### src/rtl/stack_pkg.sv
// Shared definitions for the LIFO controller: state encoding, default widths, depth helper.
package stack_pkg;
    localparam int DATA_W_DEF  = 8;
    localparam int ADDR_W_DEF  = 5;
    localparam int RAM_LAT_DEF = 1;

    function automatic int depth_of(input int aw);
        return 1 << aw;
    endfunction

    localparam int DEPTH = depth_of(ADDR_W_DEF);

    typedef enum logic [2:0] {
        ST_IDLE    = 3'd0,
        ST_WRITE   = 3'd1,
        ST_READ    = 3'd2,
        ST_WAIT    = 3'd3,
        ST_CAPTURE = 3'd4
    } state_e;
endpackage

### src/rtl/stack_ctrl_if.sv
// User-side request/response bundle of the stack controller.
interface stack_ctrl_if
    import stack_pkg::*;
#(
    parameter int DATA_W = DATA_W_DEF,
    parameter int ADDR_W = ADDR_W_DEF
);
    logic              push;
    logic              pop;
    logic [DATA_W-1:0] din;
    logic              busy;
    logic [DATA_W-1:0] dout;
    logic              dout_valid;
    logic              full;
    logic              empty;
    logic [ADDR_W:0]   count;
    logic              err_ovf;
    logic              err_udf;

    modport master (
        output push, pop, din,
        input  busy, dout, dout_valid, full, empty, count, err_ovf, err_udf
    );

    modport slave (
        input  push, pop, din,
        output busy, dout, dout_valid, full, empty, count, err_ovf, err_udf
    );
endinterface

### src/rtl/stack_ptr.sv
// Stack occupancy counter (0..DEPTH) with full/empty flags; inc/dec are ignored at the limits.
module stack_ptr
    import stack_pkg::*;
#(
    parameter int ADDR_W = ADDR_W_DEF
) (
    input  logic            clk,
    input  logic            rst,
    input  logic            inc_i,
    input  logic            dec_i,
    input  logic            clr_i,
    output logic [ADDR_W:0] count_o,
    output logic            full_o,
    output logic            empty_o
);
    localparam logic [ADDR_W:0] DEPTH_C = (ADDR_W+1)'(depth_of(ADDR_W));

    logic [ADDR_W:0] cnt_q, cnt_d;

    always_comb begin
        cnt_d = cnt_q;
        if (clr_i)                   cnt_d = '0;
        else if (inc_i && !full_o)   cnt_d = cnt_q + (ADDR_W+1)'(1);
        else if (dec_i && !empty_o)  cnt_d = cnt_q - (ADDR_W+1)'(1);
    end

    always_ff @(posedge clk or posedge rst) begin
        if (rst) cnt_q <= '0;
        else     cnt_q <= cnt_d;
    end

    assign count_o = cnt_q;
    assign full_o  = (cnt_q == DEPTH_C);
    assign empty_o = (cnt_q == '0);
endmodule

### src/rtl/stack_ctrl.sv
// LIFO controller: turns one-cycle push/pop requests into write/read sequences on an external RAM.
module stack_ctrl
    import stack_pkg::*;
#(
    parameter int DATA_W  = DATA_W_DEF,
    parameter int ADDR_W  = ADDR_W_DEF,
    parameter int RAM_LAT = RAM_LAT_DEF
) (
    input  logic              clk,
    input  logic              rst,
    stack_ctrl_if.slave       bus,
    output logic [ADDR_W-1:0] ram_addr_o,
    output logic [DATA_W-1:0] ram_data_o,
    output logic              ram_wren_o,
    input  logic [DATA_W-1:0] ram_q_i
);
    localparam int WAIT_W = (RAM_LAT > 1) ? $clog2(RAM_LAT) : 1;

    state_e            state_q, state_d;
    logic [WAIT_W-1:0] wait_q, wait_d;
    logic [ADDR_W-1:0] addr_q, addr_d;
    logic [DATA_W-1:0] data_q, data_d;
    logic              wren_q, wren_d;
    logic [DATA_W-1:0] dout_q, dout_d;
    logic              ovf_q, ovf_d;
    logic              udf_q, udf_d;
    logic              inc, dec;
    logic [ADDR_W:0]   count;
    logic              full, empty;

    stack_ptr #(.ADDR_W(ADDR_W)) u_ptr (
        .clk     (clk),
        .rst     (rst),
        .inc_i   (inc),
        .dec_i   (dec),
        .clr_i   (1'b0),
        .count_o (count),
        .full_o  (full),
        .empty_o (empty)
    );

    // Requests are only looked at in IDLE; push has priority over pop.
    always_comb begin
        state_d = state_q;
        wait_d  = wait_q;
        addr_d  = addr_q;
        data_d  = data_q;
        wren_d  = 1'b0;
        dout_d  = dout_q;
        ovf_d   = 1'b0;
        udf_d   = 1'b0;
        inc     = 1'b0;
        dec     = 1'b0;
        case (state_q)
            ST_IDLE: begin
                if (bus.push) begin
                    if (full) begin
                        ovf_d = 1'b1;
                    end else begin
                        inc     = 1'b1;
                        addr_d  = count[ADDR_W-1:0];
                        data_d  = bus.din;
                        wren_d  = 1'b1;
                        state_d = ST_WRITE;
                    end
                end else if (bus.pop) begin
                    if (empty) begin
                        udf_d = 1'b1;
                    end else begin
                        dec     = 1'b1;
                        addr_d  = count[ADDR_W-1:0] - ADDR_W'(1);
                        state_d = ST_READ;
                    end
                end
            end
            ST_WRITE: state_d = ST_IDLE;
            ST_READ: begin
                wait_d  = WAIT_W'(RAM_LAT - 1);
                state_d = ST_WAIT;
            end
            ST_WAIT: begin
                if (wait_q == '0) begin
                    dout_d  = ram_q_i;
                    state_d = ST_CAPTURE;
                end else begin
                    wait_d = wait_q - WAIT_W'(1);
                end
            end
            ST_CAPTURE: state_d = ST_IDLE;
            default:    state_d = ST_IDLE;
        endcase
    end

    always_ff @(posedge clk or posedge rst) begin
        if (rst) begin
            state_q <= ST_IDLE;
            wait_q  <= '0;
            addr_q  <= '0;
            data_q  <= '0;
            wren_q  <= 1'b0;
            dout_q  <= '0;
            ovf_q   <= 1'b0;
            udf_q   <= 1'b0;
        end else begin
            state_q <= state_d;
            wait_q  <= wait_d;
            addr_q  <= addr_d;
            data_q  <= data_d;
            wren_q  <= wren_d;
            dout_q  <= dout_d;
            ovf_q   <= ovf_d;
            udf_q   <= udf_d;
        end
    end

    assign ram_addr_o     = addr_q;
    assign ram_data_o     = data_q;
    assign ram_wren_o     = wren_q;
    assign bus.busy       = (state_q != ST_IDLE);
    assign bus.dout       = dout_q;
    assign bus.dout_valid = (state_q == ST_CAPTURE);
    assign bus.full       = full;
    assign bus.empty      = empty;
    assign bus.count      = count;
    assign bus.err_ovf    = ovf_q;
    assign bus.err_udf    = udf_q;
endmodule

### src/flat_wrapper.sv
// flat-port wrapper written by rule: the top's interface ports become plain ports
module stack_ctrl_flat import stack_pkg::*;
#(
    parameter int DATA_W  = DATA_W_DEF,
    parameter int ADDR_W  = ADDR_W_DEF,
    parameter int RAM_LAT = RAM_LAT_DEF
)
  (clk, rst, ram_addr_o, ram_data_o, ram_wren_o, ram_q_i, bus_push, bus_pop, bus_din, bus_busy, bus_dout, bus_dout_valid, bus_full, bus_empty, bus_count, bus_err_ovf, bus_err_udf);
  stack_ctrl_if #(.DATA_W(DATA_W), .ADDR_W(ADDR_W)) bus_i ();
  input  logic clk;
  input  logic rst;
  output logic [ADDR_W-1:0] ram_addr_o;
  output logic [DATA_W-1:0] ram_data_o;
  output logic ram_wren_o;
  input  logic [DATA_W-1:0] ram_q_i;
  input wire logic [$bits(bus_i.push)-1:0] bus_push;
  input wire logic [$bits(bus_i.pop)-1:0] bus_pop;
  input wire logic [$bits(bus_i.din)-1:0] bus_din;
  output wire logic [$bits(bus_i.busy)-1:0] bus_busy;
  output wire logic [$bits(bus_i.dout)-1:0] bus_dout;
  output wire logic [$bits(bus_i.dout_valid)-1:0] bus_dout_valid;
  output wire logic [$bits(bus_i.full)-1:0] bus_full;
  output wire logic [$bits(bus_i.empty)-1:0] bus_empty;
  output wire logic [$bits(bus_i.count)-1:0] bus_count;
  output wire logic [$bits(bus_i.err_ovf)-1:0] bus_err_ovf;
  output wire logic [$bits(bus_i.err_udf)-1:0] bus_err_udf;
  assign bus_i.push = bus_push;
  assign bus_i.pop = bus_pop;
  assign bus_i.din = bus_din;
  assign bus_busy = bus_i.busy;
  assign bus_dout = bus_i.dout;
  assign bus_dout_valid = bus_i.dout_valid;
  assign bus_full = bus_i.full;
  assign bus_empty = bus_i.empty;
  assign bus_count = bus_i.count;
  assign bus_err_ovf = bus_i.err_ovf;
  assign bus_err_udf = bus_i.err_udf;
  stack_ctrl #(.DATA_W(DATA_W), .ADDR_W(ADDR_W), .RAM_LAT(RAM_LAT)) u_core (.clk(clk), .rst(rst), .bus(bus_i), .ram_addr_o(ram_addr_o), .ram_data_o(ram_data_o), .ram_wren_o(ram_wren_o), .ram_q_i(ram_q_i));
endmodule
### config.mk
export PLATFORM = sky130hd
export DESIGN_NAME = stack_ctrl_flat
export DESIGN_NICKNAME = d
export VERILOG_FILES = /design/src/rtl/stack_pkg.sv /design/src/rtl/stack_ctrl_if.sv /design/src/rtl/stack_ptr.sv /design/src/rtl/stack_ctrl.sv /design/src/flat_wrapper.sv
export SDC_FILE = /design/constraint.sdc
export NUM_CORES = 1
export LEC_CHECK = 0
export BUFFER_PORTS_ARGS = -buffer_cell sky130_fd_sc_hd__buf_4
export CAP_MARGIN = 20
export CORE_MARGIN = 1
export CORE_UTILIZATION = 25
export CTS_CLUSTER_DIAMETER = 100
export DETAILED_ROUTE_END_ITERATION = 6
export HOLD_SLACK_MARGIN = 0.05
export PLACE_DENSITY = 0.54
export SYNTH_ARGS = -nofsm -noshare
export SYNTH_HDL_FRONTEND = slang
export SYNTH_SLANG_ARGS = --single-unit
### constraint.sdc
create_clock -name clk -period 4.8 [get_ports clk]
set_input_delay 0.72 -clock clk [delete_from_list [all_inputs] [get_ports clk]]
set_output_delay 0.72 -clock clk [all_outputs]
set_load 0.02 [all_outputs]
* Word-level counts from Yosys, hierarchy flattened *
Index checks and enable logic that the tools add are counted.

storage, ports and cells
  bits of input ports = 20
  bits in latches = 0
  logic and storage cells = 67
  RAM bits = 0
  bits in registers = 34
  memories = 0
  output and inout bits = 34
  ROM bits = 0

operators by class
  reductions and logical operators = 14
  divide/modulo/power cells = 0
  add/subtract/negate cells = 4
  equality and inequality tests = 10
  shift-type cells = 0
  bitwise logic cells = 2
  $mul = 0
  magnitude comparators = 0
  muxes and demuxes = 28

operators with widths
  cell                                                 count
  two-way mux 5 bit                                    4
  two-way mux 1 bit                                    15
  two-way mux 3 bit                                    5
  two-way mux 6 bit                                    2
  != test 3 bit, second input constant                 3
  case mux 3 bit (3 select lines)                      1
  AND reduction 4 bit                                  2
  adder 6 x 1 -> 6 bit, second input constant          1
  equality test 3 x 2 -> 1 bit, second input constant  2
  equality test 6 bit, second input constant           1
  logical NOT 6 bit                                    1
  != test 2 bit, second input constant                 3
  nonzero test 2 bit                                   3
  subtractor 6 x 1 -> 6 bit, second input constant     1
  subtractor 5 x 1 -> 5 bit, second input constant     1
  equality test 3 bit, second input constant           1
  logical NOT 3 bit                                    1
  AND reduction 3 bit                                  1
  nonzero test 3 bit                                   1
  logical AND 1 bit                                    2
  logical NOT 1 bit                                    2
  inverter 1 bit                                       2
  case mux 1 bit (2 select lines)                      1
  AND reduction 2 bit                                  1
  subtractor 1 bit, second input constant              1

* Logic depth before layout (Yosys ltp) *
  depth after elaboration = 8
  mapped depth = 11
  gate-level depth less buffers = 10

* Modules after synthesis *
A second synthesis with hierarchy kept.

unflattened totals
  cell total of the unflattened synthesis = 133
  area, all modules = 1669.1 um^2

modules (own cells, without submodules)
  module      seq. area each (um^2)  cells each  instances  area an instance (um^2)
  stack_ctrl  675.6                  78          1          1161.1
  stack_ptr   150.1                  55          1          508.0

* Worst setup path before layout *
Ideal clock, no wire load.

  kind = reg2reg
  start = register u_core.u_ptr.cnt_q[0] (netlist: u_core.u_ptr.count_o[0])
  end = register u_core.u_ptr.cnt_q[5] (netlist: u_core.u_ptr.count_o[5])
  setup slack = 1.900 ns
  buffers on the path = 1
  library setup time = 0.138 ns
  period minus slack after synthesis = 2.900 ns
  required time = 4.662 ns
  data arrival time = 2.762 ns
  cell stages (with the launch flop) = 12
  cells stage by stage = dfrtp_1 inv_1 ha_1 or4b_4 or2_4 nand2_4 buf_12 ha_1 a211oi_1 o21bai_1 a21oi_1 mux4_2

between the ends
  word-level cells in the longest chain between the ends = 7
  elaborated cells between the ends (all ways) = 18
  those cells by class = 2 x add/sub; 1 x eq/ne; 9 x mux; 6 x reduce/logical

ends and longest elaborated chain
  element                       line              source
  start, declared               stack_ptr.sv:18   logic [ADDR_W:0] cnt_q, cnt_d;
  start signal, assigned        stack_ptr.sv:29   else cnt_q <= cnt_d;
  logical NOT 6 bit             stack_ptr.sv:34   assign empty_o = (cnt_q == '0);
  two-way mux 1 bit             stack_ctrl.sv:67  if (empty) begin
  two-way mux 1 bit             stack_ctrl.sv:66  end else if (bus.pop) begin
  two-way mux 1 bit             stack_ctrl.sv:56  if (bus.push) begin
  two-way mux 1 bit             stack_ctrl.sv:54  case (state_q)
  logical AND 1 bit             stack_ptr.sv:24   else if (dec_i && !empty_o) cnt_d = cnt_q - (ADDR_W+1)'(1);
  nonzero test 2 bit (no line)  -

Parallel ways exist; a longest one is shown, timed or not. The select of a mux whose other input is x is not followed.
A chain may end at the register's enable or synchronous reset.

* Worst setup path after layout *
Same ends and word-level chain as after synthesis.

==> out/results.tsv <==
metric	value	unit
status	finished clean	
CTS tree	built	
fillers	651	
ANT nets after route	0	
# clock sinks	33	
P&R area growth vs syn	35.4	%
Seq cells post-synth	33	
initial antenna violation count	0	
height of the die	83.2	µm
fmax	0.334	GHz
Initial Util	26.0	%
clock slew at reported path FFs	70	ps
Tcrit/Tclk final	62.4	%
Ports	54	
Overflow after GRT	0	
pin count of the biggest net entering global routing	34	
DIE AREA	6920	µm²
top cell type's share of synthesized area	50.1	%
postcts setup bufs	0	
sequential area share after synthesis	50.1	%
element type at the critical path end	flop	
Post-route DRC	0	
share of layout cells above drive strength 1	46.4	%
input/output buffers	53	
wire per inst	13.0	µm
internal power	1.04	mW
Cells on Worst Hold Path	2	
critical path type	reg -> reg	
Synth cell types	31	
crit start category	flop	
Max Slew Vio Count	0	
Combinational Power Share	55.6	%
Hold WC Path Type	reg -> reg	
DP Wirelength	2540	µm
minimum clock period	2990	ps
setup TNS	0	ps
clock power share	13.4	%
All-Layer GR Usage	10.8	%
via count	1138	
switching part of the total	39.9	%
drt initial violations	28	
syn_nets	158	
Non-Filler Instances	269	
CTS Root Cell	clkbuf_8	
static leakage	1.13	nW
cell taking the most area after synthesis	dfrtp_1	
Final Hold Fails	0	
synthesized area	1650	µm²
hold_buf cts	0	
# resized after CTS	0	
Mapped Cells	131	
Num CTS Buffers	5	
drt via density	4.23	
Worst Clk Skew	3.56	ps
Reg2Reg Setup Slack	1810	ps
Post-DP Area	2130	µm²
core outline area	6350	µm²
Slew Limit Headroom	64.9	%
Req. time, crit path	4960	ps
Synth Warn #	0	
nets@finish	218	
RSZ-0062 raised after global routing	no	
Antenna Cells	0	
Mean Syn Cell Area	12.6	µm²
Slew @ Worst Pin	525	ps
P per Cell Area	774	nW/µm²
# Max-Cap Violations	0	
H-tree depth	2	
Final Cell Area	2230	µm²
drt total wl	3490	µm
CP Data Arrival Time	3150	ps
Skew-Pair Late Insertion Delay	280	ps
Peak supply drop	338	µV
Clock Tree Buf Depth	2	
DRT Pass-1 Iters	2	
# rows	29	
gp weighted congestion	0.725	
Worst Path Max Fanout	15	
Synth area leaders	dfrtp_1 (50%), mux2_4 (15%), nand2_1 (5.9%)	
first-pass GRT wire length	5900	µm
final setup fails	0	
total power	1.73	mW
Seq pwr share	31.1	%
post-placement cell count	261	
Die Wd	83.2	µm
vias in the first global route	1193	
Psw	688	µW
cells on worst reg2reg path	10	
==> power groups by stage <==
| stage | registers (mW) | logic (mW) | clock network [mW] |
|---|---|---|---|
| final | 0.536 | 0.959 | 0.231 |
| after floorplan | 0.664 | 0.539 | 0 |
| after CTS | 0.541 | 0.976 | 0.239 |
| after global placement | 0.540 | 0.966 | 0 |
| after global routing | 0.562 | 1.05 | 0.246 |
| after detailed placement | 0.544 | 0.970 | 0 |
==> critical path: stages, from the launching register on <==
cell      delay [ps]
dfrtp_1          470
inv_1            150
ha_1             150
or4b_4           520
or2_4            270
nand2_4          210
ha_1             290
a211oi_1         240
o21bai_1         110
a21oi_1          160
mux4_2           300
==> kinds of logic after synthesis <==
| kind of cell | count (synthesis) | synth area share [%] |
|---|---|---|
| buffers and inverters | 10 | 3.26 |
| xor gates and xnor gates | 8 | 4.25 |
| DFF | 33 | 50.1 |
| AOI/OAI and AO/OA | 14 | 7.21 |
| and+or+nand+nor | 41 | 12.5 |
| muxes | 18 | 16.9 |
| adders and majority gates | 7 | 5.77 |
==> per-layer routing <==
metal	global-route usage (%)	vias to the layer above	wire [µm]
met2	17.8	30	1640
li1	-	565	-
met4	2.82	0	40
met5	0	-	0
met1	13.7	537	1630
met3	3.38	6	177
==> cell type report <==
class / instances / area (µm²) / share of cell area [%]
Multi-Input combinational cell: 88 / 768 / 34.4
Tap cell: 77 / 96.3 / 4.32
Timing Repair Buffer: 54 / 405 / 18.2
Sequential cell: 33 / 826 / 37.0
Clock buffer: 7 / 96.3 / 4.32
Inverter: 9 / 33.8 / 1.51
Clock inverter: 1 / 5.00 / 0.224
==> final timing paths <==
path	startpoint	to
max	u_core.u_ptr.count_o[0]	u_core.u_ptr.count_o[5]
min	u_core.bus.dout[3]	u_core.bus.dout[3]
max reg2reg	u_core.u_ptr.count_o[0]	u_core.u_ptr.count_o[5]
min reg2reg	u_core.bus.dout[3]	u_core.bus.dout[3]
max in group asynchronous	rst	u_core.bus.dout[2]
min in group asynchronous	rst	u_core.u_ptr.count_o[5]
==> state kept, by name, indices dropped and copies added, names as in the netlist <==
| signal | flops |
|---|---|
| u_core.bus.dout | 8 |
| u_core.bus.err_ovf | 1 |
| u_core.bus.err_udf | 1 |
| u_core.ram_addr_o | 5 |
| u_core.ram_data_o | 8 |
| u_core.ram_wren_o | 1 |
| u_core.state_q | 3 |
| u_core.u_ptr.count_o | 6 |
==> synthesized netlist by cell type (all sizes together) <==
cell,instances
clkinv,1
buf,1
nor4,1
mux2,17
a21o,2
mux4,1
nand3b,1
ha,6
a211oi,3
or4b,1
o21ai,4
dfrtp,33
and2,1
nor2b,1
xor2,3
or2,1
a21oi,4
nor3,3
and2b,1
fa,1
xnor2,5
nand2b,1
nor2,2
o21bai,1
inv,8
nor3b,1
nand2,27
==> cells in the final DEF, fill, tap and decap left out, drive strengths merged, types with 2 or more instances in the layout <==
master   n
dfrtp   33
ha       6
a21oi    4
buf     54
xnor2    5
o21ai    4
nand2   27
nor3     3
a211oi   3
mux2    17
xor2     3
clkinv   2
nor2     2
a21o     2
clkbuf   7
inv      8
==> metrics by stage <==
step           hold slack (ps)  util, %  setup WS, ps
6_report                   478     35.1          1810
3_3_place_gp               462     33.5          1850
3_5_place_dp               466     33.5          1800
4_1_cts                    482     35.1          1770
2_1_floorplan              463        -          1900
5_1_grt                    501     35.1          1580
Power figures use the tool's default switching activity.
